===== src/rtl/fetch_unit_pkg.sv =====
// ============================================================
// fetch_unit_pkg : shared types and constants for the fetch stage
// Rev 1.0
// ============================================================
`default_nettype none

package fetch_unit_pkg;

  localparam int          INSTR_WIDTH  = 32;
  localparam int          PC_WIDTH     = 32;
  localparam int          OFFSET_WIDTH = 13;
  localparam logic [31:0] PC_STEP      = 32'd4;

  typedef enum logic [2:0] {
    ST_IDLE      = 3'd0,
    ST_REQ       = 3'd1,
    ST_ISSUE     = 3'd2,
    ST_WAIT_DONE = 3'd3,
    ST_UPDATE    = 3'd4,
    ST_ERROR     = 3'd5
  } fetch_state_t;

  function automatic logic [PC_WIDTH-1:0] sext_offset(input logic [OFFSET_WIDTH-1:0] off);
    return {{(PC_WIDTH-OFFSET_WIDTH){off[OFFSET_WIDTH-1]}}, off};
  endfunction

endpackage

`default_nettype wire


===== src/rtl/fetch_unit_if.sv =====
// ============================================================
// fetch_unit_if : imem request/ack bus plus decoder handshake
// Rev 1.0
// ============================================================
`default_nettype none

interface fetch_unit_if;
  import fetch_unit_pkg::*;

  logic                    imem_req;
  logic [PC_WIDTH-1:0]     imem_addr;
  logic [INSTR_WIDTH-1:0]  imem_rdata;
  logic                    imem_ack;
  logic [INSTR_WIDTH-1:0]  instruction_data;
  logic                    instruction_RDY_BSY;
  logic                    decoder_rdy_bsy;
  logic [OFFSET_WIDTH-1:0] pc_offset;
  logic [PC_WIDTH-1:0]     pc_jump_address;
  logic                    pc_absolute_flag;

  modport master (
    output imem_req, imem_addr, instruction_data, instruction_RDY_BSY,
    input  imem_rdata, imem_ack, decoder_rdy_bsy, pc_offset,
           pc_jump_address, pc_absolute_flag
  );

  modport slave (
    input  imem_req, imem_addr, instruction_data, instruction_RDY_BSY,
    output imem_rdata, imem_ack, decoder_rdy_bsy, pc_offset,
           pc_jump_address, pc_absolute_flag
  );

endinterface

`default_nettype wire


===== src/rtl/fetch_unit_next_pc_calc.sv =====
// ============================================================
// next_pc_calc : combinational next-PC selection and alignment check
// Rev 1.0
// ============================================================
`default_nettype none

module next_pc_calc
  import fetch_unit_pkg::*;
(
  input  logic [PC_WIDTH-1:0]     pc,
  input  logic [OFFSET_WIDTH-1:0] offset,
  input  logic [PC_WIDTH-1:0]     jump,
  input  logic                    abs_flag,
  output logic [PC_WIDTH-1:0]     next_pc,
  output logic                    misaligned
);

  // Jump targets are halfword-forced; bit 0 never reaches the PC.
  logic unused_jump_lsb;
  assign unused_jump_lsb = jump[0];

  always_comb begin
    next_pc = pc + PC_STEP;
    if (abs_flag) begin
      next_pc = {jump[PC_WIDTH-1:1], 1'b0};
    end else if (offset != '0) begin
      next_pc = pc + sext_offset(offset);
    end
  end

  assign misaligned = |next_pc[1:0];

endmodule

`default_nettype wire


===== src/rtl/fetch_unit.sv =====
// ============================================================
// fetch_unit : single-outstanding instruction fetch with timeout
// Rev 1.0
// ============================================================
`default_nettype none

module fetch_unit
  import fetch_unit_pkg::*;
#(
  parameter logic [31:0] RESET_PC    = 32'h0000_0000,
  parameter int          TIMEOUT_CYC = 256
) (
  input  logic                 clk,
  input  logic                 rst,
  input  logic                 halt,
  fetch_unit_if.master         bus,
  output logic [PC_WIDTH-1:0]  pc_counter,
  output logic                 fetch_error,
  output logic [31:0]          fetch_count
);

  localparam int            TMO_W    = $clog2(TIMEOUT_CYC + 1);
  localparam logic [TMO_W-1:0] TMO_LAST = TMO_W'(TIMEOUT_CYC - 1);

  fetch_state_t            state;
  logic [PC_WIDTH-1:0]     pc;
  logic                    req;
  logic [INSTR_WIDTH-1:0]  instr;
  logic                    rdy;
  logic                    err;
  logic [31:0]             count;
  logic [TMO_W-1:0]        tmo_cnt;

  logic [PC_WIDTH-1:0]     next_pc;
  logic                    misaligned;
  logic                    tmo_hit;

  next_pc_calc u_next_pc (
    .pc         (pc),
    .offset     (bus.pc_offset),
    .jump       (bus.pc_jump_address),
    .abs_flag   (bus.pc_absolute_flag),
    .next_pc    (next_pc),
    .misaligned (misaligned)
  );

  assign tmo_hit = (tmo_cnt == TMO_LAST);

  always_ff @(posedge clk or posedge rst) begin
    if (rst) begin
      state   <= ST_IDLE;
      pc      <= RESET_PC;
      req     <= 1'b0;
      instr   <= '0;
      rdy     <= 1'b0;
      err     <= 1'b0;
      count   <= '0;
      tmo_cnt <= '0;
    end else begin
      case (state)
        ST_IDLE: begin
          tmo_cnt <= '0;
          if (!halt) begin
            req   <= 1'b1;
            state <= ST_REQ;
          end
        end

        ST_REQ: begin
          // A returning ack wins over a timeout landing in the same cycle.
          if (bus.imem_ack) begin
            instr   <= bus.imem_rdata;
            count   <= count + 32'd1;
            req     <= 1'b0;
            rdy     <= 1'b1;
            tmo_cnt <= '0;
            state   <= ST_ISSUE;
          end else if (tmo_hit) begin
            req   <= 1'b0;
            err   <= 1'b1;
            state <= ST_ERROR;
          end else begin
            tmo_cnt <= tmo_cnt + TMO_W'(1);
          end
        end

        ST_ISSUE: begin
          if (!bus.decoder_rdy_bsy) begin
            rdy     <= 1'b0;
            tmo_cnt <= '0;
            state   <= ST_WAIT_DONE;
          end else if (tmo_hit) begin
            rdy   <= 1'b0;
            err   <= 1'b1;
            state <= ST_ERROR;
          end else begin
            tmo_cnt <= tmo_cnt + TMO_W'(1);
          end
        end

        ST_WAIT_DONE: begin
          if (bus.decoder_rdy_bsy) begin
            tmo_cnt <= '0;
            state   <= ST_UPDATE;
          end else if (tmo_hit) begin
            err   <= 1'b1;
            state <= ST_ERROR;
          end else begin
            tmo_cnt <= tmo_cnt + TMO_W'(1);
          end
        end

        ST_UPDATE: begin
          tmo_cnt <= '0;
          if (misaligned) begin
            err   <= 1'b1;
            state <= ST_ERROR;
          end else begin
            pc    <= next_pc;
            state <= ST_IDLE;
          end
        end

        ST_ERROR: begin
          req <= 1'b0;
          rdy <= 1'b0;
          err <= 1'b1;
        end

        default: begin
          req   <= 1'b0;
          rdy   <= 1'b0;
          err   <= 1'b1;
          state <= ST_ERROR;
        end
      endcase
    end
  end

  assign bus.imem_req            = req;
  assign bus.imem_addr           = pc;
  assign bus.instruction_data    = instr;
  assign bus.instruction_RDY_BSY = rdy;
  assign pc_counter              = pc;
  assign fetch_error             = err;
  assign fetch_count             = count;

endmodule

`default_nettype wire


===== src/flat_wrapper.sv =====
// flat-port wrapper written by rule: the top's interface ports become plain ports
module fetch_unit_flat import fetch_unit_pkg::*;
#(
  parameter logic [31:0] RESET_PC    = 32'h0000_0000,
  parameter int          TIMEOUT_CYC = 256
)
  (clk, rst, halt, pc_counter, fetch_error, fetch_count, bus_imem_req, bus_imem_addr, bus_instruction_data, bus_instruction_RDY_BSY, bus_imem_rdata, bus_imem_ack, bus_decoder_rdy_bsy, bus_pc_offset, bus_pc_jump_address, bus_pc_absolute_flag);
  fetch_unit_if bus_i ();
  input  logic clk;
  input  logic rst;
  input  logic halt;
  output logic [PC_WIDTH-1:0] pc_counter;
  output logic fetch_error;
  output logic [31:0] fetch_count;
  output wire logic [$bits(bus_i.imem_req)-1:0] bus_imem_req;
  output wire logic [$bits(bus_i.imem_addr)-1:0] bus_imem_addr;
  output wire logic [$bits(bus_i.instruction_data)-1:0] bus_instruction_data;
  output wire logic [$bits(bus_i.instruction_RDY_BSY)-1:0] bus_instruction_RDY_BSY;
  input wire logic [$bits(bus_i.imem_rdata)-1:0] bus_imem_rdata;
  input wire logic [$bits(bus_i.imem_ack)-1:0] bus_imem_ack;
  input wire logic [$bits(bus_i.decoder_rdy_bsy)-1:0] bus_decoder_rdy_bsy;
  input wire logic [$bits(bus_i.pc_offset)-1:0] bus_pc_offset;
  input wire logic [$bits(bus_i.pc_jump_address)-1:0] bus_pc_jump_address;
  input wire logic [$bits(bus_i.pc_absolute_flag)-1:0] bus_pc_absolute_flag;
  assign bus_imem_req = bus_i.imem_req;
  assign bus_imem_addr = bus_i.imem_addr;
  assign bus_instruction_data = bus_i.instruction_data;
  assign bus_instruction_RDY_BSY = bus_i.instruction_RDY_BSY;
  assign bus_i.imem_rdata = bus_imem_rdata;
  assign bus_i.imem_ack = bus_imem_ack;
  assign bus_i.decoder_rdy_bsy = bus_decoder_rdy_bsy;
  assign bus_i.pc_offset = bus_pc_offset;
  assign bus_i.pc_jump_address = bus_pc_jump_address;
  assign bus_i.pc_absolute_flag = bus_pc_absolute_flag;
  fetch_unit #(.RESET_PC(RESET_PC), .TIMEOUT_CYC(TIMEOUT_CYC)) u_core (.clk(clk), .rst(rst), .halt(halt), .bus(bus_i), .pc_counter(pc_counter), .fetch_error(fetch_error), .fetch_count(fetch_count));
endmodule

===== config.mk =====
export PLATFORM = sky130hd
export DESIGN_NAME = fetch_unit_flat
export DESIGN_NICKNAME = d
export VERILOG_FILES = /design/src/rtl/fetch_unit_pkg.sv /design/src/rtl/fetch_unit_if.sv /design/src/rtl/fetch_unit_next_pc_calc.sv /design/src/rtl/fetch_unit.sv /design/src/flat_wrapper.sv
export SDC_FILE = /design/constraint.sdc
export NUM_CORES = 1
export LEC_CHECK = 0
export ABC_CLOCK_PERIOD_IN_PS = 5730
export BUFFER_PORTS_ARGS = -buffer_cell sky130_fd_sc_hd__buf_2
export CAP_MARGIN = 20
export CELL_PAD_IN_SITES_DETAIL_PLACEMENT = 0
export CELL_PAD_IN_SITES_GLOBAL_PLACEMENT = 1
export CORE_ASPECT_RATIO = 0.75
export CORE_UTILIZATION = 38
export CTS_CLUSTER_DIAMETER = 100
export DETAILED_ROUTE_END_ITERATION = 10
export PLACE_DENSITY_LB_ADDON = 0.08
export SLEW_MARGIN = 0
export SYNTH_ARGS = -nofsm -noshare
export SYNTH_HDL_FRONTEND = slang
export SYNTH_HIERARCHICAL = 1
export SYNTH_SLANG_ARGS = --single-unit

===== constraint.sdc =====
create_clock -name clk -period 5.73 [get_ports clk]
set_input_delay 0.8595 -clock clk [delete_from_list [all_inputs] [get_ports clk]]
set_output_delay 0.8595 -clock clk [all_outputs]
set_load 0.01 [all_outputs]

## Word-level counts from Yosys, hierarchy flattened

Index checks and enable logic that the tools add are counted.

- Memories: 0
- Bits of input ports: 83
- ROM bits: 0
- Logic and storage cells: 71
- Register bits after elaboration: 111
- Latch bits: 0
- RAM bits: 0

- Shifts and indexed selects: 0
- Add/sub/neg operators: 4
- Eq/ne operators: 14
- $mul: 0
- Multiplexer cells: 27
- $lt $le $gt $ge: 0
- Div/mod/pow operators: 0
- Reductions and logical operators: 13
- Bitwise logic cells: 5

Operators with widths:

| kind | number |
|---|---|
| 2-to-1 mux 32 bit | 2 |
| 2-to-1 mux 9 bit | 4 |
| case mux 9 bit (4 select lines) | 1 |
| adder 32 x 1 -> 32 bit, second input constant | 1 |
| adder 32 x 3 -> 32 bit, second input constant | 1 |
| adder 32 bit | 1 |
| 2-to-1 mux 3 bit | 6 |
| case mux 3 bit (6 select lines) | 1 |
| nonzero test 13 bit | 1 |
| 2-to-1 mux 1 bit | 10 |
| inequality test 2 bit, second input constant | 5 |
| adder 9 x 1 -> 9 bit, second input constant | 1 |
| == test 9 x 8 -> 1 bit, second input constant | 1 |
| == test 3 x 2 -> 1 bit, second input constant | 2 |
| == test 3 bit, second input constant | 2 |
| inequality test 3 x 2 -> 1 bit, second input constant | 2 |
| case mux 1 bit (3 select lines) | 2 |
| AND reduction 2 bit | 3 |
| AND reduction 3 bit | 2 |
| OR reduction 3 bit | 2 |
| NOT 1 bit | 5 |
| case mux 1 bit (5 select lines) | 1 |
| AND reduction 5 bit | 1 |
| nonzero test 4 bit | 1 |
| 4 further kinds | 5 |

## Logic depth before layout (Yosys ltp)

- Depth after elaboration: 6
- Depth in mapped cells: 10

## Hierarchy

Netlist, hierarchy kept.

By module, submodules not included:

| module | sequential area each (um^2) | area an instance (um^2) | times used | cells an instance |
|---|---|---|---|---|
| fetch_unit | 2,777.7 | 5,062.4 | 1 | 473 |
| next_pc_calc | 0.0 | 2,952.8 | 1 | 459 |

## Worst setup path after synthesis

OpenSTA, ideal clock, no wires.

- Path type: input to register
- Start: input bus_pc_offset[0]
- End: register u_core.pc[18] (netlist: u_core/bus.imem_addr[18])
- Required time: 5.602 ns
- Path slack: 2.405 ns
- Stages on the path: 10
- Arrival: 3.197 ns
- Library setup time: 0.128 ns
- Buffers on the path: 0
- Path through: ha_1 fa_1 a211oi_1 o21ai_0 a211oi_2 nor3_1 o31a_1 a221o_1 o21a_1 mux2_1

RTL lines:

| item | line | text |
|---|---|---|
| from (decl) | flat_wrapper.sv:22 | `input wire logic [$bits(bus_i.pc_offset)-1:0] bus_pc_offset;` |
| adder 32 bit or nonzero test 13 bit (tied branches) | fetch_unit_next_pc_calc.sv:27, fetch_unit_next_pc_calc.sv:26 |  |
| 2-to-1 mux 32 bit (*) | fetch_unit_next_pc_calc.sv:26 | `end else if (offset != '0) begin` |
| 2-to-1 mux 32 bit (*) | fetch_unit_next_pc_calc.sv:24 | `if (abs_flag) begin` |
| net u_core.next_pc[18] | fetch_unit.sv:34 | `logic [PC_WIDTH-1:0] next_pc;` |
| to (signal assigned) | fetch_unit.sv:119 | `pc <= next_pc;` |
| to (decl) | fetch_unit.sv:26 | `logic [PC_WIDTH-1:0] pc;` |

The timed path passes the listed nets; every way through them passes the cells marked *.
A chain may end at the register's enable or synchronous reset.

## Final worst setup path

- Start: input bus_pc_offset[0]
- End: register u_core.pc[28] (netlist: u_core/bus.imem_addr[28])

Same word-level chain as after synthesis.

==> metrics.csv <==
stage,metric,value,unit
synth,yosys.area.top_type,dfrtp_1,
sta,relSlewSlack,0.466,
sta,layout_setup_ws,2030,ps
worst_hold_path,worstHoldStart,u_core/bus.instruction_data[28]$_DFFE_PP0P_,
sta,tns,0,ps
synth,netlist_instances,932,
global_route,grt_usage,0.223,
drt,route.detailed.drc,0,
run_status,status,"finished, final reports clean",
setup_path,critPathKind,input pin to register,
floorplanning,die_w,170,um
layout,final_cell_mix,"buf_2 (212), nand2_1 (176), dfrtp_1 (111), a21oi_1 (55)",
synth,synthTopCellsByArea,"dfrtp_1 (35%), nand2_1 (8.2%), xnor2_1 (5.8%)",
drt,first_pass_iters,5,
clock_tree,numClockSinks,111,
clock_tree,cts-root-buf,clkbuf_16,
global_route,gr-total-overflow,0,
sta,fin_crit_sh,0.645,
synth,ys_async_sr_fraction,1.00,
sta,hold_violations,0,
global_route,grt_max_degree,61,
clock_tree,cts.htree.levels,3,
layout,fin_util,0.459,
synth,synth_top_area_frac,0.347,
global_route,antenna_found_initial,0,
setup_path,critPathCaptureType,register,
setup_path,slowest_stage,o31ai_2,
clock_tree,clk_latency,360,ps
clock_tree,cts_setup_buffers,0,
synth,synth_edf_count,0,
synth,ys_warn_count,6,
clock_tree,cts_hold_buf,0,
floorplanning,io_pins,214,
synth,syn_area_per_cell,8.60,um^2
setup_path,worstPathRequired,5960,ps
sta,fin_skew,15.7,ps
clock_tree,cts_tree,done,
layout,stdcell_count,1381,
placed_design,gp_congestion,0.884,
worst_hold_path,holdPathEnd,u_core/bus.instruction_data[28]$_DFFE_PP0P_,
drt,wl_per_cell,17.5,um
setup_path,arrival,3930,ps
setup_path,reg2reg_from,u_core/bus.imem_addr[0]$_DFFE_PP0P_,
layout,finalNetCount,1212,
setup_path,worstPathMaxFanout,4,
global_route,grt_first_pass_wirelength,38100,um
setup_path,cpPeakStageDelay,480,ps
drt,ant_nets,0,
layout,diodes,0,
clock_tree,numCtsBuffers,9,
sta,final-max-slew-violation-count,0,
worst_hold_path,min_path_cells,2,
layout,layout_commonest_cell,buf_2,
synth,ys_seq_area_frac,0.347,
synth,ys_types,82,
sta,worst_slew_pin_slew,800,ps
floorplanning,dieArea,21700,um^2
clock_tree,cts_resized,0,
sta,setup_viol_count_final,0,
setup_path,rr_worst_depth,10,
setup_path,r2r_setup_slack,2210,ps
layout,drive_gt1_frac,0.243,
setup_path,r2r_end,u_core/bus.imem_addr[28]$_DFFE_PP0P_,
synth,yosys_register_bits,111,
global_route,grt_pass1_vias,6703,
drt,vias,7333,
layout,area_growth_syn_to_layout,17.1,%
clock_tree,clockBufferDepth,2,
placed_design,dp_slack,1750,ps
floorplanning,core,20400,um^2
sta,clock.fmax,0.271,GHz
placed_design,place_inst,1365,
floorplanning,initial_core_util,0.392,
power,power_density,483,nW/um^2
sta,finalCriticalPeriod,3700,ps
placed_design,hpwl,17600,um
setup_path,path_cells,buf_2 > ha_1 > fa_1 > a211oi_1 > o21ai_0 > a211oi_2 > o21ai_1 > o31ai_2 > or3_1 > nand3_1 > mux2_1,
clock_tree,clk_pin_slew,80,ps
power,power_leakage,4.46,nW
floorplanning,die_h,128,um
worst_hold_path,hold_class,register to register,
sta,rsz0062_at_grt,no,
synth,synth-main-ff-cell,dfrtp_1,
drt,via_per_inst,5.31,
floorplanning,rows,45,
power,irDropWorstVdd,0.213,mV
drt,drt_iter0_drc,447,
drt,finalWirelength,24200,um
setup_path,worst_setup_path_start_kind,input pin,
synth,synth_nets,1050,
flow_run,cap_violations,0,
synth,synthesis.area,8020,um^2
power,p_total,4.53,mW
placed_design,port-buffer-count,212,
worst max-delay path by stage:
stage	endpoint	slack (ps)	start
final	u_core/bus.imem_addr[28]$_DFFE_PP0P_	2030	bus_pc_offset[0]
after global routing	u_core/bus.imem_addr[26]$_DFFE_PP0P_	1970	bus_pc_offset[12]
after CTS	u_core/bus.imem_addr[28]$_DFFE_PP0P_	2110	bus_pc_offset[0]
after detailed placement	u_core/bus.imem_addr[28]$_DFFE_PP0P_	1750	bus_pc_offset[0]
after global placement	u_core/bus.imem_addr[27]$_DFFE_PP0P_	1760	bus_pc_offset[1]
after floorplan	u_core/bus.imem_addr[0]$_DFFE_PP0P_	1940	rst
registers in the layout, summed over array words and instances, names as in the netlist:
| register | cells |
|---|---|
| u_core/bus.imem_addr | 32 |
| u_core/bus.imem_req | 1 |
| u_core/bus.instruction_RDY_BSY | 1 |
| u_core/bus.instruction_data | 32 |
| u_core/fetch_count | 32 |
| u_core/fetch_error | 1 |
| u_core/state | 3 |
| u_core/tmo_cnt | 9 |
where the power goes:
part | internal (mW) | leakage [nW] | switching [mW]
logic | 1.04 | 2.90 | 1.44
clock network | 0.309 | 0.143 | 0.324
registers | 1.04 | 1.42 | 0.383
stage by stage:
| stage | hold slack (ps) | area [um^2] |
|---|---|---|
| 2_1_floorplan | 504 | 8020 |
| 3_3_place_gp | 448 | 9090 |
| 3_5_place_dp | 451 | 9090 |
| 4_1_cts | 475 | 9390 |
| 5_1_grt | 499 | 9390 |
| 6_report | 470 | 9390 |
routing by layer:
layer | track usage | part of all wire | vias up
met5 | 0 | 0 | -
met4 | 0.0307 | 0.0044 | 0
met3 | 0.0330 | 0.056 | 8
met2 | 0.323 | 0.42 | 216
met1 | 0.351 | 0.51 | 3480
li1 | - | - | 3629
layout make-up:
cell class / instances / area (um^2)
Timing Repair Buffer: 221 / 1130
Sequential cell: 111 / 2780
Clock inverter: 6 / 62.6
Fill cell: 2096 / 11100
Clock buffer: 10 / 229
Tap cell: 282 / 353
Inverter: 24 / 92.6
Multi-Input combinational cell: 727 / 4740
synthesized netlist by cell type (4+ instances only):
master    number
a211oi_1       9
inv_1         22
nor2b_1        4
nand4_1       25
nor4_1         5
xnor2_1       53
ha_1          34
buf_4         36
a22oi_1        4
nor3_1        21
clkbuf_1      25
o22ai_1        6
a21o_1         9
nand2_1      176
mux2_1        30
buf_2          5
o21bai_1       5
and3_1        11
o211ai_1       4
o21ai_0       53
xor2_1        27
and4_1        10
nor2_1        50
or3_1          7
o21a_1         4
and2_1         6
nand3_1       39
a21oi_1       55
dfrtp_1      111
kinds of logic (layout without fill, tap and decap cells):
| logic type | count (synthesis) | count (layout) | share of synthesized area |
|---|---|---|---|
| fa+ha+maj | 35 | 35 | 0.0556 |
| buf+inv | 94 | 261 | 0.0628 |
| mux | 36 | 36 | 0.0501 |
| flops | 111 | 111 | 0.347 |
| xor+xnor | 80 | 80 | 0.0874 |
| compound gates | 200 | 200 | 0.166 |
| simple gates | 376 | 376 | 0.232 |
worst max-delay path, delay by kind of cell:
kind,cells,cell delay [ps]
and+or+nand+nor,2,270
buffers and inverters,1,120
AOI/OAI and AO/OA,5,1730
adders and majority gates,2,670
muxes,1,300
Power figures use the tool's default switching activity.
